--- config.mk ---
export PLATFORM = sky130hd
export DESIGN_NAME = exec_seq_flat
export DESIGN_NICKNAME = d
export VERILOG_FILES = /design/src/rtl/exec_seq_pkg.sv /design/src/rtl/exec_seq_if.sv /design/src/rtl/exec_seq_mem_wdog.sv /design/src/rtl/exec_seq.sv /design/src/flat_wrapper.sv
export SDC_FILE = /design/constraint.sdc
export NUM_CORES = 1
export LEC_CHECK = 0
export CAP_MARGIN = 10
export CORE_MARGIN = 2
export CORE_UTILIZATION = 25
export CTS_CLUSTER_SIZE = 28
export DETAILED_ROUTE_END_ITERATION = 16
export SETUP_SLACK_MARGIN = 0.02
export SYNTH_ARGS = -nofsm -noshare
export SYNTH_HDL_FRONTEND = slang
export SYNTH_HIERARCHICAL = 1
export SYNTH_SLANG_ARGS = --single-unit
--- constraint.sdc ---
create_clock -name clk -period 3.86 [get_ports clk]
set_input_delay 0.579 -clock clk [delete_from_list [all_inputs] [get_ports clk]]
set_output_delay 0.579 -clock clk [all_outputs]
set_load 0.05 [all_outputs]
--- src/rtl/exec_seq_pkg.sv ---
// Shared definitions for the multi-cycle RV32 sequencer: state encodings and helpers.
package exec_seq_pkg;

  typedef enum logic [2:0] {
    ST_FETCH   = 3'd0,
    ST_DECODE  = 3'd1,
    ST_EXECUTE = 3'd2,
    ST_MEM     = 3'd3,
    ST_WB      = 3'd4,
    ST_HALT    = 3'd5
  } state_t;

  // States in which the sequencer stalls on a memory handshake.
  function automatic logic is_wait_state(input state_t s);
    return (s == ST_FETCH) || (s == ST_MEM);
  endfunction

endpackage

--- src/rtl/exec_seq_if.sv ---
// Decoder/memory handshake bundle between the sequencer (master) and the datapath (slave).
// PERF_CNT_EN adds the cycle_cnt / instret_cnt counters to the bundle.
interface exec_seq_if;
  logic        is_load;
  logic        is_store;
  logic        is_halt;
  logic        dec_wren;
  logic        br_taken;
  logic        imem_ready;
  logic        dmem_ready;
  logic        imem_req;
  logic        ir_we;
  logic        dmem_re;
  logic        dmem_we;
  logic        rf_we;
  logic        pc_we;
  logic        pc_sel;
  logic        halted;
  logic        err_timeout;
  logic [2:0]  state;
`ifdef PERF_CNT_EN
  logic [31:0] cycle_cnt;
  logic [31:0] instret_cnt;

  modport master (
    input  is_load, is_store, is_halt, dec_wren, br_taken, imem_ready, dmem_ready,
    output imem_req, ir_we, dmem_re, dmem_we, rf_we, pc_we, pc_sel,
    output halted, err_timeout, state, cycle_cnt, instret_cnt
  );
  modport slave (
    output is_load, is_store, is_halt, dec_wren, br_taken, imem_ready, dmem_ready,
    input  imem_req, ir_we, dmem_re, dmem_we, rf_we, pc_we, pc_sel,
    input  halted, err_timeout, state, cycle_cnt, instret_cnt
  );
`else
  modport master (
    input  is_load, is_store, is_halt, dec_wren, br_taken, imem_ready, dmem_ready,
    output imem_req, ir_we, dmem_re, dmem_we, rf_we, pc_we, pc_sel,
    output halted, err_timeout, state
  );
  modport slave (
    output is_load, is_store, is_halt, dec_wren, br_taken, imem_ready, dmem_ready,
    input  imem_req, ir_we, dmem_re, dmem_we, rf_we, pc_we, pc_sel,
    input  halted, err_timeout, state
  );
`endif
endinterface

--- src/rtl/exec_seq_mem_wdog.sv ---
// Memory-wait watchdog: expired is asserted during the (2**W-1)-th consecutive wait cycle.
module mem_wdog #(
  parameter int W = 8
) (
  input  logic clk,
  input  logic rst_n,
  input  logic waiting,
  input  logic clear,
  output logic expired
);

  localparam logic [W-1:0] LAST_BEFORE_MAX = {{(W-1){1'b1}}, 1'b0};

  logic [W-1:0] cnt_reg;

  always_ff @(posedge clk) begin
    if (!rst_n || clear || !waiting) begin
      cnt_reg <= '0;
    end else begin
      cnt_reg <= cnt_reg + 1'b1;
    end
  end

  // Fires combinationally so the FSM can leave for HALT in the same cycle the count saturates.
  assign expired = waiting && (cnt_reg == LAST_BEFORE_MAX);

endmodule

--- src/rtl/exec_seq.sv ---
// Multi-cycle FETCH/DECODE/EXECUTE/MEM/WB sequencer driving all datapath update strobes.
// Optional PERF_CNT_EN adds free-running cycle and retired-instruction counters.
module exec_seq
  import exec_seq_pkg::*;
#(
  parameter int TIMEOUT_W      = 8,
  parameter int TIMEOUT_EN_DEF = 1
) (
  input  logic        clk,
  input  logic        rst_n,
  exec_seq_if.master  bus
);

  state_t state_reg, state_next;
  logic   err_reg;
  logic   store_reg;
  logic   waiting, wd_clear, expired;
  logic   imem_req, ir_we, dmem_re, dmem_we, rf_we, pc_we, pc_sel;

  always_comb begin
    waiting = 1'b0;
    if (TIMEOUT_EN_DEF != 0 && is_wait_state(state_reg)) begin
      waiting = (state_reg == ST_FETCH) ? !bus.imem_ready : !bus.dmem_ready;
    end
  end

  assign wd_clear = (state_next != state_reg);

  mem_wdog #(.W(TIMEOUT_W)) u_wdog (
    .clk     (clk),
    .rst_n   (rst_n),
    .waiting (waiting),
    .clear   (wd_clear),
    .expired (expired)
  );

  always_ff @(posedge clk) begin
    if (!rst_n) begin
      state_reg <= ST_FETCH;
      err_reg   <= 1'b0;
      store_reg <= 1'b0;
    end else begin
      state_reg <= state_next;
      if (expired) err_reg <= 1'b1;
      // Load wins when the decoder flags both, so only a pure store takes the store path.
      if (state_reg == ST_EXECUTE) store_reg <= bus.is_store && !bus.is_load;
    end
  end

  always_comb begin
    state_next = state_reg;
    case (state_reg)
      ST_FETCH: begin
        if (expired)             state_next = ST_HALT;
        else if (bus.imem_ready) state_next = ST_DECODE;
      end
      ST_DECODE:  state_next = bus.is_halt ? ST_HALT : ST_EXECUTE;
      ST_EXECUTE: state_next = (bus.is_load || bus.is_store) ? ST_MEM : ST_WB;
      ST_MEM: begin
        if (expired)             state_next = ST_HALT;
        else if (bus.dmem_ready) state_next = store_reg ? ST_FETCH : ST_WB;
      end
      ST_WB:      state_next = ST_FETCH;
      ST_HALT:    state_next = ST_HALT;
      default:    state_next = ST_HALT;
    endcase
  end

  always_comb begin
    imem_req = 1'b0;
    ir_we    = 1'b0;
    dmem_re  = 1'b0;
    dmem_we  = 1'b0;
    rf_we    = 1'b0;
    pc_we    = 1'b0;
    pc_sel   = 1'b0;
    if (rst_n) begin
      case (state_reg)
        ST_FETCH: begin
          imem_req = !expired;
          ir_we    = bus.imem_ready;
        end
        ST_MEM: begin
          if (store_reg) begin
            dmem_we = !expired;
            pc_we   = bus.dmem_ready;
          end else begin
            dmem_re = !expired;
          end
        end
        ST_WB: begin
          rf_we  = bus.dec_wren;
          pc_we  = 1'b1;
          pc_sel = bus.br_taken;
        end
        default: ;
      endcase
    end
  end

  assign bus.imem_req    = imem_req;
  assign bus.ir_we       = ir_we;
  assign bus.dmem_re     = dmem_re;
  assign bus.dmem_we     = dmem_we;
  assign bus.rf_we       = rf_we;
  assign bus.pc_we       = pc_we;
  assign bus.pc_sel      = pc_sel;
  assign bus.halted      = (state_reg == ST_HALT);
  assign bus.err_timeout = err_reg;
  assign bus.state       = state_reg;

`ifdef PERF_CNT_EN
  logic [31:0] cycle_cnt_reg, instret_cnt_reg;

  always_ff @(posedge clk) begin
    if (!rst_n) begin
      cycle_cnt_reg   <= '0;
      instret_cnt_reg <= '0;
    end else begin
      if (state_reg != ST_HALT) cycle_cnt_reg <= cycle_cnt_reg + 32'd1;
      if (pc_we)                instret_cnt_reg <= instret_cnt_reg + 32'd1;
    end
  end

  assign bus.cycle_cnt   = cycle_cnt_reg;
  assign bus.instret_cnt = instret_cnt_reg;
`endif

endmodule

--- src/flat_wrapper.sv ---
// flat-port wrapper written by rule: the top's interface ports become plain ports
module exec_seq_flat import exec_seq_pkg::*;
#(
  parameter int TIMEOUT_W      = 8,
  parameter int TIMEOUT_EN_DEF = 1
)
  (clk, rst_n, bus_is_load, bus_is_store, bus_is_halt, bus_dec_wren, bus_br_taken, bus_imem_ready, bus_dmem_ready, bus_imem_req, bus_ir_we, bus_dmem_re, bus_dmem_we, bus_rf_we, bus_pc_we, bus_pc_sel, bus_halted, bus_err_timeout, bus_state);
  exec_seq_if bus_i ();
  input  logic clk;
  input  logic rst_n;
  input wire logic [$bits(bus_i.is_load)-1:0] bus_is_load;
  input wire logic [$bits(bus_i.is_store)-1:0] bus_is_store;
  input wire logic [$bits(bus_i.is_halt)-1:0] bus_is_halt;
  input wire logic [$bits(bus_i.dec_wren)-1:0] bus_dec_wren;
  input wire logic [$bits(bus_i.br_taken)-1:0] bus_br_taken;
  input wire logic [$bits(bus_i.imem_ready)-1:0] bus_imem_ready;
  input wire logic [$bits(bus_i.dmem_ready)-1:0] bus_dmem_ready;
  output wire logic [$bits(bus_i.imem_req)-1:0] bus_imem_req;
  output wire logic [$bits(bus_i.ir_we)-1:0] bus_ir_we;
  output wire logic [$bits(bus_i.dmem_re)-1:0] bus_dmem_re;
  output wire logic [$bits(bus_i.dmem_we)-1:0] bus_dmem_we;
  output wire logic [$bits(bus_i.rf_we)-1:0] bus_rf_we;
  output wire logic [$bits(bus_i.pc_we)-1:0] bus_pc_we;
  output wire logic [$bits(bus_i.pc_sel)-1:0] bus_pc_sel;
  output wire logic [$bits(bus_i.halted)-1:0] bus_halted;
  output wire logic [$bits(bus_i.err_timeout)-1:0] bus_err_timeout;
  output wire logic [$bits(bus_i.state)-1:0] bus_state;
  assign bus_i.is_load = bus_is_load;
  assign bus_i.is_store = bus_is_store;
  assign bus_i.is_halt = bus_is_halt;
  assign bus_i.dec_wren = bus_dec_wren;
  assign bus_i.br_taken = bus_br_taken;
  assign bus_i.imem_ready = bus_imem_ready;
  assign bus_i.dmem_ready = bus_dmem_ready;
  assign bus_imem_req = bus_i.imem_req;
  assign bus_ir_we = bus_i.ir_we;
  assign bus_dmem_re = bus_i.dmem_re;
  assign bus_dmem_we = bus_i.dmem_we;
  assign bus_rf_we = bus_i.rf_we;
  assign bus_pc_we = bus_i.pc_we;
  assign bus_pc_sel = bus_i.pc_sel;
  assign bus_halted = bus_i.halted;
  assign bus_err_timeout = bus_i.err_timeout;
  assign bus_state = bus_i.state;
  exec_seq #(.TIMEOUT_W(TIMEOUT_W), .TIMEOUT_EN_DEF(TIMEOUT_EN_DEF)) u_core (.clk(clk), .rst_n(rst_n), .bus(bus_i));
endmodule
==> results by group, run 1 <==
Clock network
  – # clock sinks: 13
  – Root buffer selected by CTS: sky130_fd_sc_hd__clkbuf_4
  – Number of buffers added to fix hold violations after cts: 0
  – H-tree level count: 1
  – Skew-Pair Late Insertion Delay: 0.28 ns
  – Post-CTS setup repair buffer count: 0
  – Clk pin slew, worst setup/hold paths: 0.08 ns
  – Post-CTS resize count: 0
  – CTS Buffer Depth: 2
  – TritonCTS buffer count: 3
  – TritonCTS clock tree: done

Placed design
  – DP HPWL: 1270 um
  – Cell area after placement: 941 um^2
  – RePlAce Congestion: 0.834
  – Port-buffer cells: 20
  – Placement-stage worst setup slack: 0.447 ns

Floorplanning
  – DIE AREA: 0.00333 mm^2
  – Total core area: 0.00276 mm^2
  – Starting utilization of the core area: 26.2%
  – Die W: 57.7 um
  – Die span in y: 57.7 um
  – Number of ports placed on the die boundary: 21
  – Number of rows in the core area: 19

Detailed routing
  – Drt initial violations: 25
  – Post-detailed-route count of antenna-violating nets: 0
  – Number of search-and-repair iterations in the first detailed-routing pass: 4
  – Via count: 746
  – DRC viols: 0
  – Wire length reported by the detailed router: 1740 um
  – Via density: 5.29
  – Average wire per cell in the routed design: 12.3 um

Synthesis
  – Syn_nets: 100
  – Avg Cell Area, Syn: 8.11 um^2
  – Compound-cell area share of the yosys netlist: 16.8%
  – Synth cell types: 35
  – Share of synthesized area spent on multiplexers: 0%
  – Dominant combinational cell family by area after synthesis: simple AND/OR/NAND/NOR gates
  – Total number of yosys warnings: 6
  – Number of instances in the synthesized netlist: 89
  – Share of async-settable or async-resettable flops after synthesis: 0%
  – Flops & latches, synth: 13
  – Number of synthesized flops with an enable pin: 0
  – Sequential element share of the synthesized area: 36.0%
  – Adder-cell share of the synthesized area: 3.47%
  – Post-Synthesis Cell Area: 722 um^2
  – Most used DFF post-synth: sky130_fd_sc_hd__dfxtp_1
  – Post-Synth Simple-Gate Area: 35.7%
  – Synth Area in XOR/XNOR: 3.64%

Timing
  – Share of the cycle needed by the critical path after routing: 89.6%
  – Worst slew pin tran: 0.496 ns
  – Setup violations, final: 0
  – Relative slew slack: 66.8%
  – RSZ-0062 raised after global routing: no
  – Slew Limit Fails: 0
  – Highest Clock Rate: 289 MHz
  – Min Clock Period, post-route: 3.46 ns
  – Final clock skew: 0.00888 ns
  – Worst-case setup margin in the final layout: 0.400 ns
  – Setup TNS: 0 ns
  – Final Hold Vio Count: 0

Worst hold path
  – Hold EP: u_core/u_wdog/cnt_reg[0]
  – Hold Path Origin: u_core/u_wdog/cnt_reg[0]
  – Hold/Removal Path Class: reg2reg
  – Number of cells on the worst hold path: 1

Setup path
  – Reg-to-reg critical path startpoint: u_core/bus.state[1]
  – Reg2Reg Capture Point: u_core/u_wdog/cnt_reg[1]
  – Data arrival, critical path: 2.88 ns
  – Max Fanout on Critical Path: 5
  – Reg2Reg Depth: 8
  – Element type at the critical path end: output port
  – Worst Path Required: 3.28 ns
  – Reg2Reg Setup Slack: 1.68 ns
  – Type of the worst setup path: in2out
  – Startpoint type of the worst setup path: input port

Global routing
  – Number of global-route vias before repair: 615
  – Initial antenna violation count: 0
  – First-pass GRT wire length: 2920 um
  – GR Util All Layers: 11.4%
  – Overflow after GRT: 0
  – Maximum number of pins on one net before global-route repair: 17

Cells and area
  – Number of antenna diodes: 0
  – Nets: 122
  – Area delta synth->final: 34.1%
  – Largest register FFs: 8
  – Finished Cell Area: 968 um^2
  – Fraction of final layout cells with drive strength greater than 1: 4.55%
  – Post-route core utilization: 35.1%

Power
  – Part of the total power dissipated in the clock network: 17.9%
  – Share of power burned in combinational logic: 44.9%
  – VDD IR max: 0.292 mV
  – Internal power: 0.270 mW
  – Sw frac: 45.5%
  – Sw power: 0.226 mW
  – Leakage component of the power: 0.333 nW
  – Power per cell area: 512 mW/mm^2
  – Share of power burned in registers: 37.2%

Run
  – Maxcap violations: 0

Run status
  – Run status: finished, final reports clean
## stage by stage
| stage | hold slack, ns | std cells | power [mW] |
|---|---|---|---|
| global placement | 0.445 | 137 | 0.408 |
| finish | 0.476 | 141 | 0.496 |
| CTS | 0.480 | 141 | 0.499 |
| floorplan | 0.430 | 89 | 0.344 |
| global route | 0.518 | 141 | 0.529 |
| detailed placement | 0.458 | 137 | 0.408 |
## layout make-up
| type | instances | area (um^2) |
|---|---|---|
| fill | 299 | 1790 |
| multi-input combinational | 70 | 430 |
| sequential | 13 | 260 |
| timing repair buffer | 20 | 200 |
| tap | 31 | 38.8 |
| clock buffer | 3 | 22.5 |
| inverter | 3 | 11.3 |
| clock inverter | 1 | 5.00 |
## power by group through the flow
stage	clock (mW)	combinational (mW)	sequential, mW
global placement	0	0.222	0.186
CTS	0.0933	0.222	0.183
floorplan	0	0.143	0.201
global route	0.103	0.238	0.188
finish	0.0889	0.222	0.184
detailed placement	0	0.221	0.186
## kinds of logic after synthesis
family | count (synthesis)
AO/OA/AOI/OAI | 20
adder cells (fa/ha/maj) | 2
flip-flops | 13
AND/OR/NAND/NOR | 45
XOR/XNOR | 3
buffers and inverters | 6
## worst max-delay path by stage
stage / cells after the start / slack [ns] / startpoint / end
2_1_floorplan: 7 / 0.31 / u_core/bus.state[1] / bus_imem_req
3_3_place_gp: 9 / 0.47 / bus_imem_ready / bus_dmem_re
3_5_place_dp: 9 / 0.45 / bus_imem_ready / bus_dmem_re
4_1_cts: 9 / 0.44 / bus_imem_ready / bus_dmem_re
5_1_grt: 9 / 0.20 / bus_imem_ready / bus_dmem_we
6_report: 9 / 0.40 / bus_imem_ready / bus_dmem_re
## worst max-delay path: stages
cell and delay, ns:
sky130_fd_sc_hd__clkdlybuf4s50_1 0.45, sky130_fd_sc_hd__nor3_1 0.18, sky130_fd_sc_hd__a31oi_1 0.07, sky130_fd_sc_hd__nor2_1 0.18
sky130_fd_sc_hd__nand4_1 0.11, sky130_fd_sc_hd__nor2_1 0.31, sky130_fd_sc_hd__nor2b_1 0.10, sky130_fd_sc_hd__and4b_1 0.21
sky130_fd_sc_hd__clkdlybuf4s50_1 0.69
## placed cells by master, fill, tap and decap left out, types with 2 or more instances in the layout
master and n:
sky130_fd_sc_hd__clkdlybuf4s50_1 20, sky130_fd_sc_hd__dfxtp_1 13, sky130_fd_sc_hd__nor2_1 12, sky130_fd_sc_hd__nand2_1 7, sky130_fd_sc_hd__a21oi_1 6, sky130_fd_sc_hd__o21ai_0 6
sky130_fd_sc_hd__clkbuf_4 3, sky130_fd_sc_hd__inv_1 3, sky130_fd_sc_hd__and4_1 3, sky130_fd_sc_hd__nand4_1 3, sky130_fd_sc_hd__nand2b_1 3, sky130_fd_sc_hd__nand3_1 3
sky130_fd_sc_hd__or3_1 3, sky130_fd_sc_hd__o21a_1 2, sky130_fd_sc_hd__xor2_1 2, sky130_fd_sc_hd__ha_1 2
## synthesized netlist by cell type, types with 2 or more instances
cell | count | area (um^2)
sky130_fd_sc_hd__dfxtp_1 | 13 | 260
sky130_fd_sc_hd__nor2_1 | 12 | 45.0
sky130_fd_sc_hd__nand2_1 | 7 | 26.3
sky130_fd_sc_hd__a21oi_1 | 6 | 30.0
sky130_fd_sc_hd__o21ai_0 | 6 | 30.0
sky130_fd_sc_hd__and4_1 | 3 | 26.3
sky130_fd_sc_hd__inv_1 | 3 | 11.3
sky130_fd_sc_hd__nand2b_1 | 3 | 18.8
sky130_fd_sc_hd__nand3_1 | 3 | 15.0
sky130_fd_sc_hd__nand4_1 | 3 | 18.8
sky130_fd_sc_hd__or3_1 | 3 | 18.8
sky130_fd_sc_hd__ha_1 | 2 | 25.0
sky130_fd_sc_hd__o21a_1 | 2 | 15.0
sky130_fd_sc_hd__xor2_1 | 2 | 17.5
## per-layer routing
| layer | wire [um] | track usage [%] | up-vias | part of all wire (%) |
|---|---|---|---|---|
| li1 | - | - | 367 | - |
| met4 | 23 | 3.99 | 0 | 1.3 |
| met5 | 0 | 0 | - | 0 |
| met2 | 784 | 17.0 | 34 | 45 |
| met3 | 160 | 5.13 | 6 | 9.2 |
| met1 | 772 | 14.7 | 339 | 44 |
Note: power is estimated with default switching activity, not from simulation.
==> inputs of run 2 (changes only) <==
TNS_END_PERCENT = 20   (was default)
==> results of run 2 <==
Final layout, timing and power as in run 1 (identical DEF).
==> inputs of run 3 (changes only) <==
SLEW_MARGIN = 20   (was default)
==> results of run 3 <==
Final layout, timing and power as in run 1 (identical DEF).
